`config.mk`:
```
export PLATFORM = sky130hd
export DESIGN_NAME = place_eval_flat
export DESIGN_NICKNAME = d
export VERILOG_FILES = /design/src/rtl/place_eval_if.sv /design/src/rtl/place_eval.sv /design/src/flat_wrapper.sv
export SDC_FILE = /design/constraint.sdc
export NUM_CORES = 1
export LEC_CHECK = 0
export ABC_AREA = 0
export BUFFER_PORTS_ARGS = -buffer_cell sky130_fd_sc_hd__buf_4
export CORE_MARGIN = 2
export CORE_UTILIZATION = 37
export CTS_BUF_LIST = sky130_fd_sc_hd__clkbuf_2 sky130_fd_sc_hd__clkbuf_4 sky130_fd_sc_hd__clkbuf_8
export CTS_CLUSTER_SIZE = 8
export DETAILED_ROUTE_END_ITERATION = 8
export MAX_ROUTING_LAYER = met4
export PLACE_DENSITY = 0.58
export SETUP_SLACK_MARGIN = 0.2
export SYNTH_ARGS = -nofsm -noshare
export SYNTH_HDL_FRONTEND = slang
export SYNTH_SLANG_ARGS = --single-unit
```
`constraint.sdc`:
```
create_clock -name clk -period 16.42 [get_ports clk]
set_input_delay 1.642 -clock clk [delete_from_list [all_inputs] [get_ports clk]]
set_output_delay 1.642 -clock clk [all_outputs]
set_load 0.02 [all_outputs]
```
`src/rtl/place_eval_if.sv`:
```
// Memory-side bus of place_eval: edge ROM reads (index -> endpoint IDs) and
// position RAM reads (node ID -> signed x/y), one-cycle read latency on both.
interface place_eval_if #(
    parameter int unsigned EDGE_AW = 9,
    parameter int unsigned POS_AW  = 7
) ();
    logic                      edge_re;
    logic [EDGE_AW-1:0]        edge_addr;
    logic [31:0]               edge_a;
    logic [31:0]               edge_b;
    logic                      pos_re;
    logic [POS_AW-1:0]         pos_addr;
    logic signed [31:0]        pos_x;
    logic signed [31:0]        pos_y;

    modport master (
        output edge_re, edge_addr, pos_re, pos_addr,
        input  edge_a, edge_b, pos_x, pos_y
    );

    modport slave (
        input  edge_re, edge_addr, pos_re, pos_addr,
        output edge_a, edge_b, pos_x, pos_y
    );
endinterface

```
`src/rtl/place_eval.sv`:
```
// Placement wirelength evaluator: walks N_EDGE edges, fetches both endpoint
// positions and accumulates Manhattan and 1-hop wirelength. Optional
// unplaced-node detection (err output) with PLACE_EVAL_UNPLACED_CHK_EN.
module place_eval #(
    parameter int unsigned N_EDGE  = 71,
    parameter int unsigned EDGE_AW = 9,
    parameter int unsigned POS_AW  = 7
) (
    input  logic               clk,
    input  logic               reset,
    input  logic               start,
    output logic               busy,
    output logic               done,
    place_eval_if.master       mem,
    output logic signed [31:0] sum,
    output logic signed [31:0] sum_1hop,
    output logic        [31:0] cycles
`ifdef PLACE_EVAL_UNPLACED_CHK_EN
    ,
    output logic               err
`endif
);

    localparam int unsigned DW = 32;

    typedef enum logic [3:0] {
        IDLE, REQ_E, WAIT_E, REQ_A, WAIT_A, REQ_B, WAIT_B, ACC, FIN
    } state_t;

    state_t              state, state_nxt;
    logic [EDGE_AW-1:0]  idx, idx_nxt;
    logic [POS_AW-1:0]   node_b, node_b_nxt;
    logic [DW-1:0]       ax, ay, bx, by;
    logic [DW-1:0]       ax_nxt, ay_nxt, bx_nxt, by_nxt;
    logic                edge_re, edge_re_nxt;
    logic [EDGE_AW-1:0]  edge_addr, edge_addr_nxt;
    logic                pos_re, pos_re_nxt;
    logic [POS_AW-1:0]   pos_addr, pos_addr_nxt;
    logic                busy_nxt, done_nxt;
    logic [DW-1:0]       sum_nxt, sum_1hop_nxt, cycles_nxt;
`ifdef PLACE_EVAL_UNPLACED_CHK_EN
    logic                err_nxt;
    logic                unplaced_c;
`endif

    // Edge cost terms from the latched endpoint coordinates
    logic [DW-1:0] diff_x_c, diff_y_c, dx_c, dy_c, step_c, step_1hop_c;
    logic          last_c;

    assign diff_x_c    = ax - bx;
    assign diff_y_c    = ay - by;
    assign dx_c        = diff_x_c[DW-1] ? (DW'(0) - diff_x_c) : diff_x_c;
    assign dy_c        = diff_y_c[DW-1] ? (DW'(0) - diff_y_c) : diff_y_c;
    assign step_c      = dx_c + dy_c - DW'(1);
    assign step_1hop_c = (dx_c >> 1) + DW'(dx_c[0]) + (dy_c >> 1) + DW'(dy_c[0]) - DW'(1);
    assign last_c      = ((DW'(idx) + DW'(1)) == N_EDGE);
`ifdef PLACE_EVAL_UNPLACED_CHK_EN
    assign unplaced_c  = (ax == '1) || (ay == '1) || (bx == '1) || (by == '1);
`endif

    // Node ID bits above the position-memory address range are not used
    logic unused_id_bits;
    assign unused_id_bits = ^{mem.edge_a[DW-1:POS_AW], mem.edge_b[DW-1:POS_AW]};

    assign mem.edge_re   = edge_re;
    assign mem.edge_addr = edge_addr;
    assign mem.pos_re    = pos_re;
    assign mem.pos_addr  = pos_addr;

    // Next-state and next-output logic
    always_comb begin
        state_nxt     = state;
        idx_nxt       = idx;
        node_b_nxt    = node_b;
        ax_nxt        = ax;
        ay_nxt        = ay;
        bx_nxt        = bx;
        by_nxt        = by;
        edge_re_nxt   = 1'b0;
        edge_addr_nxt = edge_addr;
        pos_re_nxt    = 1'b0;
        pos_addr_nxt  = pos_addr;
        busy_nxt      = busy;
        done_nxt      = 1'b0;
        sum_nxt       = sum;
        sum_1hop_nxt  = sum_1hop;
        cycles_nxt    = (busy && (cycles != '1)) ? cycles + DW'(1) : cycles;
`ifdef PLACE_EVAL_UNPLACED_CHK_EN
        err_nxt       = err;
`endif
        unique case (state)
            IDLE: begin
                if (start) begin
                    sum_nxt      = '0;
                    sum_1hop_nxt = '0;
                    // The accepting cycle itself is the first counted cycle
                    cycles_nxt   = DW'(1);
                    idx_nxt      = '0;
                    busy_nxt     = 1'b1;
`ifdef PLACE_EVAL_UNPLACED_CHK_EN
                    err_nxt      = 1'b0;
`endif
                    if (N_EDGE == 0) begin
                        state_nxt = FIN;
                        done_nxt  = 1'b1;
                    end else begin
                        state_nxt     = REQ_E;
                        edge_re_nxt   = 1'b1;
                        edge_addr_nxt = '0;
                    end
                end
            end
            REQ_E: state_nxt = WAIT_E;
            WAIT_E: begin
                node_b_nxt   = mem.edge_b[POS_AW-1:0];
                state_nxt    = REQ_A;
                pos_re_nxt   = 1'b1;
                pos_addr_nxt = mem.edge_a[POS_AW-1:0];
            end
            REQ_A: state_nxt = WAIT_A;
            WAIT_A: begin
                ax_nxt       = mem.pos_x;
                ay_nxt       = mem.pos_y;
                state_nxt    = REQ_B;
                pos_re_nxt   = 1'b1;
                pos_addr_nxt = node_b;
            end
            REQ_B: state_nxt = WAIT_B;
            WAIT_B: begin
                bx_nxt    = mem.pos_x;
                by_nxt    = mem.pos_y;
                state_nxt = ACC;
            end
            ACC: begin
`ifdef PLACE_EVAL_UNPLACED_CHK_EN
                if (unplaced_c) begin
                    err_nxt = 1'b1;
                end else begin
                    sum_nxt      = sum + step_c;
                    sum_1hop_nxt = sum_1hop + step_1hop_c;
                end
`else
                sum_nxt      = sum + step_c;
                sum_1hop_nxt = sum_1hop + step_1hop_c;
`endif
                idx_nxt = idx + EDGE_AW'(1);
                if (last_c) begin
                    state_nxt = FIN;
                    done_nxt  = 1'b1;
                end else begin
                    state_nxt     = REQ_E;
                    edge_re_nxt   = 1'b1;
                    edge_addr_nxt = idx + EDGE_AW'(1);
                end
            end
            FIN: begin
                state_nxt = IDLE;
                busy_nxt  = 1'b0;
            end
            default: state_nxt = IDLE;
        endcase
    end

    // State and registered outputs
    always_ff @(posedge clk or negedge reset) begin
        if (!reset) begin
            state     <= IDLE;
            idx       <= '0;
            node_b    <= '0;
            ax        <= '0;
            ay        <= '0;
            bx        <= '0;
            by        <= '0;
            edge_re   <= 1'b0;
            edge_addr <= '0;
            pos_re    <= 1'b0;
            pos_addr  <= '0;
            busy      <= 1'b0;
            done      <= 1'b0;
            sum       <= '0;
            sum_1hop  <= '0;
            cycles    <= '0;
`ifdef PLACE_EVAL_UNPLACED_CHK_EN
            err       <= 1'b0;
`endif
        end else begin
            state     <= state_nxt;
            idx       <= idx_nxt;
            node_b    <= node_b_nxt;
            ax        <= ax_nxt;
            ay        <= ay_nxt;
            bx        <= bx_nxt;
            by        <= by_nxt;
            edge_re   <= edge_re_nxt;
            edge_addr <= edge_addr_nxt;
            pos_re    <= pos_re_nxt;
            pos_addr  <= pos_addr_nxt;
            busy      <= busy_nxt;
            done      <= done_nxt;
            sum       <= sum_nxt;
            sum_1hop  <= sum_1hop_nxt;
            cycles    <= cycles_nxt;
`ifdef PLACE_EVAL_UNPLACED_CHK_EN
            err       <= err_nxt;
`endif
        end
    end

endmodule

```
`src/flat_wrapper.sv`:
```
// flat-port wrapper written by rule: the top's interface ports become plain ports
module place_eval_flat 
#(
    parameter int unsigned N_EDGE  = 71,
    parameter int unsigned EDGE_AW = 9,
    parameter int unsigned POS_AW  = 7
)
  (clk, reset, start, busy, done, sum, sum_1hop, cycles, mem_edge_re, mem_edge_addr, mem_pos_re, mem_pos_addr, mem_edge_a, mem_edge_b, mem_pos_x, mem_pos_y);
  place_eval_if #(.EDGE_AW(EDGE_AW), .POS_AW(POS_AW)) mem_i ();
  input  logic clk;
  input  logic reset;
  input  logic start;
  output logic busy;
  output logic done;
  output logic signed [31:0] sum;
  output logic signed [31:0] sum_1hop;
  output logic        [31:0] cycles;
  output wire logic [$bits(mem_i.edge_re)-1:0] mem_edge_re;
  output wire logic [$bits(mem_i.edge_addr)-1:0] mem_edge_addr;
  output wire logic [$bits(mem_i.pos_re)-1:0] mem_pos_re;
  output wire logic [$bits(mem_i.pos_addr)-1:0] mem_pos_addr;
  input wire logic [$bits(mem_i.edge_a)-1:0] mem_edge_a;
  input wire logic [$bits(mem_i.edge_b)-1:0] mem_edge_b;
  input wire logic [$bits(mem_i.pos_x)-1:0] mem_pos_x;
  input wire logic [$bits(mem_i.pos_y)-1:0] mem_pos_y;
  assign mem_edge_re = mem_i.edge_re;
  assign mem_edge_addr = mem_i.edge_addr;
  assign mem_pos_re = mem_i.pos_re;
  assign mem_pos_addr = mem_i.pos_addr;
  assign mem_i.edge_a = mem_edge_a;
  assign mem_i.edge_b = mem_edge_b;
  assign mem_i.pos_x = mem_pos_x;
  assign mem_i.pos_y = mem_pos_y;
  place_eval #(.N_EDGE(N_EDGE), .EDGE_AW(EDGE_AW), .POS_AW(POS_AW)) u_core (.clk(clk), .reset(reset), .start(start), .busy(busy), .done(done), .mem(mem_i), .sum(sum), .sum_1hop(sum_1hop), .cycles(cycles));
endmodule
```
==> impl_metrics.csv, run 1 <==
group,metric,value,unit
status,run_status,"completed",
sta,max_freq,124,MHz
cts,cts_buffer_depth,3,
route,num_vias,17866,
cts,cts_sinks,264,
final_layout,nNetsFinal,3030,
route,firstDrtPassIters,7,
final_layout,area_delta_synth_final,16.3,%
synthesis,synth_fp_nets,2861,
placement,finalWeightedCongestion,0.937,
route,drtIter0Drc,992,
floorplan,rows,86,
synthesis,synth.distinct_cells,82,
synthesis,yosys_warnings,0,
sta,timing.setup.tns,0,ps
hold_path,hold_path_class,"flop to flop",
route,drt-vias-per-instance,5.16,
cts,post-cts-setup-buffers,0,
worst_setup_path,cp_common_cell,"a21oi_1",
floorplan,dieArea,0.0575,sq mm
worst_setup_path,path_max_fanout,22,
final_layout,instances_no_fill,3461,
synthesis,netlist_area,0.0206,sq mm
floorplan,core_area,0.0550,sq mm
sta,period_share,49.0,%
synthesis,synthFlopType,"dfrtp_1",
cts,cts-root-buf,"clkbuf_8",
worst_setup_path,cpPeakStageDelay,530,ps
global_route,grt_first_pass_wirelength,94.9,mm
synthesis,synth_edf_count,0,
worst_setup_path,worstSetupPathType,"flop to flop",
synthesis,synth_cells,2503,
route,detail-route-antenna-nets,0,
sta,setup-violations-final,0,
route,drt_wl_total,58.7,mm
sta,worst_slew_pin_slew,1190,ps
worst_setup_path,end_kind,"flop",
sta,rsz0062_at_grt,"false",
route,wl_per_cell,16.9,um
route,drc,0,
worst_setup_path,required,16940,ps
worst_setup_path,critPathSlowestCell,"a221oi_1",
worst_setup_path,cp.arrival,8550,ps
final_layout,drive_gt1_share,12.2,%
sta,fin_skew,46.2,ps
synthesis,synth_top_area_share,32.1,%
floorplan,die_height,240,um
floorplan,fp.dieW,240,um
sta,hold_violations,0,
synthesis,synth-seq-cells,264,
cts,postCtsResizedCells,0,
synthesis,synth-seq-area-share,32.1,%
cts,path_clk_slew,60,ps
sta,slew_headroom,19.8,%
worst_setup_path,start_kind,"flop",
synthesis,synth_top_area_cell,"dfrtp_1",
flow_run,drv_cap,0,
cts,htreeDepth,2,
placement,place_inst,3367,
floorplan,start_util,37.4,%
synthesis,synth_area_leaders,"dfrtp_1, ha_1, nand2_1",
global_route,antenna_found_initial,1,
floorplan,ios,247,
cts,cts_inserted_buffers,51,
global_route,grt_max_degree,146,
global_route,grt_pass1_vias,17606,
placement,dp_hpwl,44.9,mm
cts,insertion_delay,660,ps
placement,portBuffers,196,
global_route,grt-ovfl-total,0,
cts,cts_tree,"built",
synthesis,ys_async_sr_fraction,100,%
global_route,grtUsageTotal,21.3,%
sta,layout_min_cycle_time,8040,ps
synthesis,avgSynthCellArea,8.22,sq um
cts,postCtsHoldBufs,0,
sta,slew_violations,0,
## final cells by class
class / count / area (sq um)
multi-input cells: 1890 / 12700
clock buffers: 80 / 1030
flip-flops and latches: 264 / 6610
repair buffers: 204 / 1550
clock inverters: 13 / 140
inverters: 261 / 980
fillers: 5468 / 31100
diodes: 1 / 2.50
well taps: 748 / 936
## layer usage
layer / vias to the layer above / GRT usage (%) / wire (um)
li1: 8853 / - / -
met1: 8565 / 28.3 / 27600
met2: 367 / 34.2 / 27000
met3: 81 / 3.02 / 2750
met4: 0 / 5.42 / 1360
met5: - / - / 0
## metrics by stage
| step | hold slack (ps) | instance area, sq um | util, % | setup WS, ps |
|---|---|---|---|---|
| floorplan | 446 | 20600 | - | 9800 |
| global placement | 464 | 22800 | 41.4 | 8570 |
| detailed placement | 466 | 22800 | 41.4 | 8510 |
| CTS | 481 | 23900 | 43.5 | 8510 |
| global route | 498 | 23900 | 43.5 | 7700 |
| finish | 478 | 23900 | 43.5 | 8380 |
## worst max-delay path: cells and delay by family, from the launching register on
family / cells / cell delay [ps]
xor gates and xnor gates: 1 / 100
buffers and inverters: 3 / 210
DFF: 1 / 330
muxes: 1 / 340
and+or+nand+nor: 4 / 1020
AOI/OAI and AO/OA: 15 / 4110
adders and majority gates: 5 / 1780
## worst paths after layout
kind | start | to | slack, ps | depth (start not counted)
max reg2reg | u_core.by[6]$_DFFE_PN0P_ | u_core.sum[31]$_DFFE_PN0P_ | 8380 | 29
max | u_core.by[6]$_DFFE_PN0P_ | u_core.sum[31]$_DFFE_PN0P_ | 8380 | 29
min reg2reg | u_core.ay[13]$_DFFE_PN0P_ | u_core.ay[13]$_DFFE_PN0P_ | 480 | 2
min | u_core.ay[13]$_DFFE_PN0P_ | u_core.ay[13]$_DFFE_PN0P_ | 480 | 2
min in group asynchronous | reset | u_core.sum_1hop[21]$_DFFE_PN0P_ | 1120 | 1
max in group asynchronous | reset | u_core.ay[28]$_DFFE_PN0P_ | 13860 | 2
## sequential cells by signal (all words and copies together) (netlist names), 7 cells and up
| signal | count |
|---|---|
| u_core.node_b | 7 |
| u_core.cycles | 32 |
| u_core.ax | 32 |
| u_core.mem.edge_addr | 9 |
| u_core.mem.pos_addr | 7 |
| u_core.by | 32 |
| u_core.bx | 32 |
| u_core.sum | 32 |
| u_core.idx | 9 |
| u_core.ay | 32 |
| u_core.sum_1hop | 32 |
## cell usage after synthesis (14+ instances only)
cell,instances
o21ai_1,36
or3_1,15
a31oi_1,14
inv_1,261
o21ai_0,182
dfrtp_1,264
nor2_1,171
nand2_1,421
xor2_1,84
o21a_1,18
nor3_1,34
fa_1,65
o31ai_1,20
a21oi_1,141
nor2b_1,16
nand2b_1,19
clkbuf_1,82
a21o_1,50
a211oi_1,14
nand3_1,81
and2_1,18
ha_1,162
and3_1,26
nand4_1,22
xnor2_1,103
## layout by cell type, fill, tap and decap left out, types with 8 or more instances in the layout
| cell | count |
|---|---|
| o211ai_1 | 12 |
| nand2b_1 | 19 |
| and2_1 | 18 |
| a211oi_1 | 14 |
| o21bai_1 | 13 |
| a211o_1 | 11 |
| nand2_1 | 421 |
| clkbuf_4 | 12 |
| nor2_1 | 168 |
| nand3_1 | 81 |
| nor4_1 | 9 |
| xnor2_1 | 102 |
| and3_1 | 26 |
| o31ai_1 | 20 |
| o21ai_1 | 36 |
| a21oi_1 | 141 |
| inv_1 | 261 |
| clkinv_2 | 8 |
| nand4_1 | 22 |
| nor3_1 | 33 |
| or3_1 | 14 |
| xor2_1 | 84 |
| o21a_1 | 18 |
| ha_1 | 162 |
| o21ai_0 | 182 |
| o22ai_1 | 9 |
| nor2b_1 | 16 |
| a21o_1 | 50 |
| buf_4 | 202 |
| fa_1 | 65 |
| clkbuf_8 | 68 |
| dfrtp_1 | 264 |
| or2_2 | 8 |
| a31oi_1 | 14 |
## cells by family (layout without fill, tap and decap cells)
logic type | Yosys count | count (layout) | synth area share, %
AOI/OAI and AO/OA | 597 | 597 | 18.0
other | 0 | 1 | 0
DFF | 264 | 264 | 32.1
buffers and inverters | 349 | 558 | 6.38
xor gates and xnor gates | 187 | 187 | 7.96
muxes | 12 | 12 | 0.621
adders and majority gates | 227 | 227 | 16.2
and+or+nand+nor | 867 | 867 | 18.7
Power of run 1 is not shown: default switching activity piles up to over one toggle a cycle in this logic, so the estimate is an artifact.
==> inputs of run 2 (changes only) <==
Settings changed: PLACE_DENSITY 0.58 to 0.6.
Clock period 16.42 ns to 6.9 ns, I/O delays scaled along.
==> run 2 against run 1 <==
Against the previous run: flip-flop and latch count unchanged; clock skew down 9.3 ps; register-to-register slack worse by 8000 ps; setup slack worse by 8000 ps; die area unchanged; largest cell class unchanged.
==> impl_metrics.csv, run 2 (same netlist as run 1, synthesis figures left out) <==
group,metric,value,unit
status,run_status,"completed",
sta,worst_slew_pin_slew,1160,ps
floorplan,die_height,240,um
final_layout,drive_gt1_share,22.4,%
final_layout,area_delta_synth_final,26.8,%
route,firstDrtPassIters,5,
placement,finalWeightedCongestion,0.935,
worst_setup_path,startpoint,"u_core.ay[0]$_DFFE_PN0P_",
final_layout,num-fill-cells,5343,
hold_path,hold_path_class,"input pin to asynchronous set/reset pin",
final_layout,multi_input_area,0.0136,sq mm
global_route,grt_max_degree,124,
floorplan,rows,86,
global_route,antenna_found_initial,2,
worst_setup_path,crit_family,"compound AO/OA/AOI/OAI gates",
route,num_vias,18852,
cts,cts_sinks,264,
sta,rsz0062_at_grt,"true",
cts,path_clk_slew,60,ps
sta,whs,178,ps
worst_setup_path,cp.arrival,7090,ps
cts,cts_inserted_buffers,49,
route,drt_wl_total,61.8,mm
cts,cts-root-buf,"clkbuf_8",
floorplan,dieArea,0.0575,sq mm
final_layout,layout_commonest_cell,"nand2_1",
route,detail-route-antenna-nets,0,
sta,setup-violations-final,0,
worst_setup_path,critPathSlowestCell,"fa_1",
worst_setup_path,cpPeakStageDelay,520,ps
sta,hold_violations,0,
global_route,grtUsageTotal,21.9,%
floorplan,fp.dieW,240,um
final_layout,register_area,0.00661,sq mm
worst_setup_path,r2r-start,"u_core.ay[0]$_DFFE_PN0P_",
floorplan,core_area,0.0550,sq mm
sta,layout_setup_ws,364,ps
placement,portBuffers,196,
route,drt-vias-per-instance,5.18,
sta,slew_headroom,22.5,%
route,wl_per_cell,17.0,um
route,drtIter0Drc,954,
cts,htreeDepth,2,
final_layout,nNetsFinal,3218,
sta,max_freq,153,MHz
worst_setup_path,path_max_fanout,5,
floorplan,start_util,37.4,%
final_layout,layout_common_cells,"nand2_1, buf_4, dfrtp_1",
global_route,grt-ovfl-total,0,
sta,fin_skew,36.9,ps
worst_setup_path,required,7460,ps
global_route,grt_pass1_vias,18565,
sta,timing.setup.tns,0,ps
cts,cts_tree,"built",
sta,period_share,94.7,%
sta,layout_min_cycle_time,6540,ps
route,drc,0,
cts,postCtsHoldBufs,0,
worst_setup_path,worstSetupPathType,"flop to flop",
worst_setup_path,end_kind,"flop",
cts,cts_buffer_depth,3,
worst_setup_path,start_kind,"flop",
worst_setup_path,critPathBufInv,4,
flow_run,drv_cap,0,
cts,insertion_delay,660,ps
placement,place_ws,-16.1,ps
global_route,grt_first_pass_wirelength,97.4,mm
floorplan,ios,247,
placement,dp_hpwl,46.8,mm
sta,slew_violations,0,
==> run 2: metrics by stage <==
step                      cells  util [%]  instance area, sq um
final                      3640      47.4                 26100
after global routing       3640      47.4                 26100
after detailed placement   3533      43.6                 24000
after CTS                  3617      45.6                 25100
after floorplan            2503         -                 20600
after global placement     3533      43.6                 24000
==> run 2: area by class of cell <==
| type | count | share of cell area, % |
|---|---|---|
| Multi-Input combinational cell | 1890 | 52.1 |
| Sequential cell | 264 | 25.3 |
| Timing Repair Buffer | 394 | 11.5 |
| Inverter | 261 | 3.76 |
| Tap cell | 748 | 3.59 |
| Clock buffer | 72 | 3.49 |
| Clock inverter | 9 | 0.283 |
| Antenna cell | 2 | 0.0192 |
==> run 2: final timing paths <==
check	to	slack (ps)	cells past startpoint
hold reg to reg	u_core.ay[24]$_DFFE_PN0P_	480	2
setup reg to reg	u_core.sum_1hop[31]$_DFFE_PN0P_	360	26
max in group asynchronous	u_core.sum_1hop[11]$_DFFE_PN0P_	5070	2
setup / recovery	u_core.sum_1hop[31]$_DFFE_PN0P_	360	26
hold / removal	u_core.sum_1hop[19]$_DFFE_PN0P_	180	1
min in group clk	u_core.node_b[0]$_DFFE_PN0P_	230	3
==> run 2: worst register-to-register path, cell delays in order, from the launching register on <==
cell	delay (ps)
dfrtp_1	380
inv_2	80
ha_4	130
inv_2	40
fa_2	380
a211o_1	310
a21o_1	190
o211a_1	260
buf_4	150
a41o_1	270
a211o_1	340
a41o_1	280
o21a_1	170
o32a_1	420
or4_4	480
o21ai_4	160
xnor2_2	180
ha_4	270
fa_1	530
inv_1	50
ha_2	310
a21o_1	200
a31oi_2	160
a21oi_2	60
a31o_2	240
xor2_1	140
o32ai_1	270
==> run 2: repair_timing <==
action,in CTS,in global routing
endpoints found under the setup margin,12,26
setup buffers,3,21
resized for setup,21,154
pin swaps,6,93
==> run 2: layer usage <==
metal / track usage [%] / routed length (um) / vias to the layer above
met5: - / 0 / -
met3: 4.52 / 3340 / 121
met4: 7.58 / 2190 / 0
met1: 27.9 / 27700 / 9073
li1: - / - / 9212
met2: 34.6 / 28500 / 446
Power of run 2 is left out for the same reason.
==> inputs of run 3 (changes only) <==
Settings changed: CORE_ASPECT_RATIO set to 0.75.
==> run 3 against run 2 <==
Against the previous run: sequential share of layout area is 0.63 points lower; via count up 0.85%; critical path type unchanged; fmax shrank 1.9%; global-route usage shrank 0.082 points; flip-flop and latch count did not move; final cell count is 0.96% higher; core utilization grew 1.4 points; critical path depth increased by 7; cell area increased by 2.5%; largest cell class unchanged; routed wire length increased by 1.5%; clock skew is 12 ps higher.
==> impl_metrics.csv, run 3 (same netlist as run 1, synthesis figures left out) <==
group,metric,value,unit
cts,path_clk_slew,60,ps
cts,cts-root-buf,"clkbuf_8",
route,wl_per_cell,17.1,um
floorplan,die_height,208,um
flow_run,drv_cap,0,
route,drtIter0Drc,1413,
final_layout,num-fill-cells,5182,
hold_path,hold_path_class,"input pin to asynchronous set/reset pin",
route,drt_wl_total,62.7,mm
worst_setup_path,critPathSlowestCell,"fa_1",
final_layout,layout_common_cells,"buf_4, nand2_1, dfrtp_1",
global_route,grt_max_degree,148,
final_layout,nNetsFinal,3273,
placement,finalWeightedCongestion,0.917,
floorplan,start_util,37.6,%
floorplan,dieArea,0.0575,sq mm
sta,worst_slew_pin_slew,1070,ps
floorplan,core_area,0.0547,sq mm
sta,setup-violations-final,0,
floorplan,rows,74,
worst_setup_path,reg2reg_slack,240,ps
sta,rsz0062_at_grt,"true",
worst_setup_path,r2r-start,"u_core.ay[0]$_DFFE_PN0P_",
worst_setup_path,start_kind,"flop",
sta,slew_violations,0,
sta,period_share,96.5,%
global_route,grt-ovfl-total,0,
floorplan,fp.dieW,276,um
final_layout,area_delta_synth_final,30.0,%
route,firstDrtPassIters,8,
sta,layout_min_cycle_time,6660,ps
route,num_vias,19012,
final_layout,antenna_cells,0,
sta,slew_headroom,28.5,%
worst_setup_path,worstSetupPathType,"flop to flop",
global_route,grt_first_pass_wirelength,98.3,mm
worst_setup_path,cp_common_cell,"buf_4",
placement,portBuffers,196,
worst_setup_path,required,7420,ps
worst_setup_path,cpPeakStageDelay,470,ps
worst_setup_path,startpoint,"u_core.ay[0]$_DFFE_PN0P_",
final_layout,drive_gt1_share,24.3,%
placement,dp_hpwl,46.6,mm
sta,hold_violations,0,
worst_setup_path,end_kind,"flop",
route,drc,0,
worst_setup_path,cp.arrival,7180,ps
global_route,antenna_found_initial,0,
final_layout,post-route-util,48.9,%
global_route,grt_pass1_vias,18193,
cts,insertion_delay,660,ps
cts,postCtsHoldBufs,0,
final_layout,final_cell_area,0.0267,sq mm
global_route,grtUsageTotal,21.8,%
cts,cts_tree,"built",
sta,max_freq,150,MHz
worst_setup_path,path_max_fanout,4,
cts,cts_buffer_depth,3,
cts,cts_sinks,264,
placement,post_dp_cell_area,0.0244,sq mm
route,detail-route-antenna-nets,0,
cts,cts_inserted_buffers,49,
final_layout,layout_commonest_cell,"buf_4",
status,run_status,"completed",
route,drt-vias-per-instance,5.17,
cts,htreeDepth,2,
sta,fin_skew,49.2,ps
floorplan,ios,247,
run 3: cell count changes in the layout (fill, tap and decap cells not counted), moves of 4 or more:
cell        before  now
buf_4          388  443
bufinv_16        0    6
clkinvlp_4       0    4
o21ai_1         38   34
o21ai_2          8   15
xnor2_1         93   97
xnor2_2          9    4
run 3: timing repair:
action,in CTS,in global routing
resized for setup,40,157
cloned,0,1
pin swaps,15,90
buffers inserted,2,20
endpoints found under the hold margin,0,0
setup endpoints to repair,13,22
run 3: final cells by class:
cell class / instances / area, sq um / share of cell area [%]
clock buffers: 72 / 916 / 3.43
flip-flops and latches: 264 / 6610 / 24.7
repair buffers: 449 / 3410 / 12.7
multi-input cells: 1890 / 13700 / 51.1
well taps: 722 / 903 / 3.38
inverters: 261 / 982 / 3.67
clock inverters: 17 / 263 / 0.983
run 3: layer usage:
| metal | part of all wire, % | GRT usage, % | vias up |
|---|---|---|---|
| li1 | - | - | 9320 |
| met1 | 49 | 31.3 | 9183 |
| met2 | 42 | 31.1 | 413 |
| met3 | 5.8 | 4.08 | 96 |
| met4 | 2.7 | 6.48 | 0 |
| met5 | 0 | - | - |
run 3: critical path, delay by kind of cell (launching register included):
kind	cells	cell delay, ps
AO/OA/AOI/OAI	11	2220
adder cells (fa/ha/maj)	5	1390
buffers and inverters	9	1160
AND/OR/NAND/NOR	5	850
flip-flops	1	370
XOR/XNOR	2	360
multiplexers	1	180
run 3: stage by stage:
stage,setup WS [ps],hold slack (ps),std cells,TNS [ps]
finish,238,118,3675,0
global placement,-128,463,3563,-209
global route,-5.15,193,3675,-5.15
detailed placement,-167,464,3563,-371
CTS,181,127,3654,0
floorplan,280,394,2503,0
run 3: final timing paths:
| kind | to | cells past startpoint |
|---|---|---|
| max reg2reg | u_core.sum[30]$_DFFE_PN0P_ | 33 |
| min reg2reg | u_core.node_b[1]$_DFFE_PN0P_ | 2 |
| min in group clk | u_core.ax[11]$_DFFE_PN0P_ | 3 |
| min | u_core.sum[10]$_DFFE_PN0P_ | 1 |
| max in group asynchronous | u_core.ay[25]$_DFFE_PN0P_ | 2 |
| max | u_core.sum[30]$_DFFE_PN0P_ | 33 |
Power of run 3 is left out for the same reason.
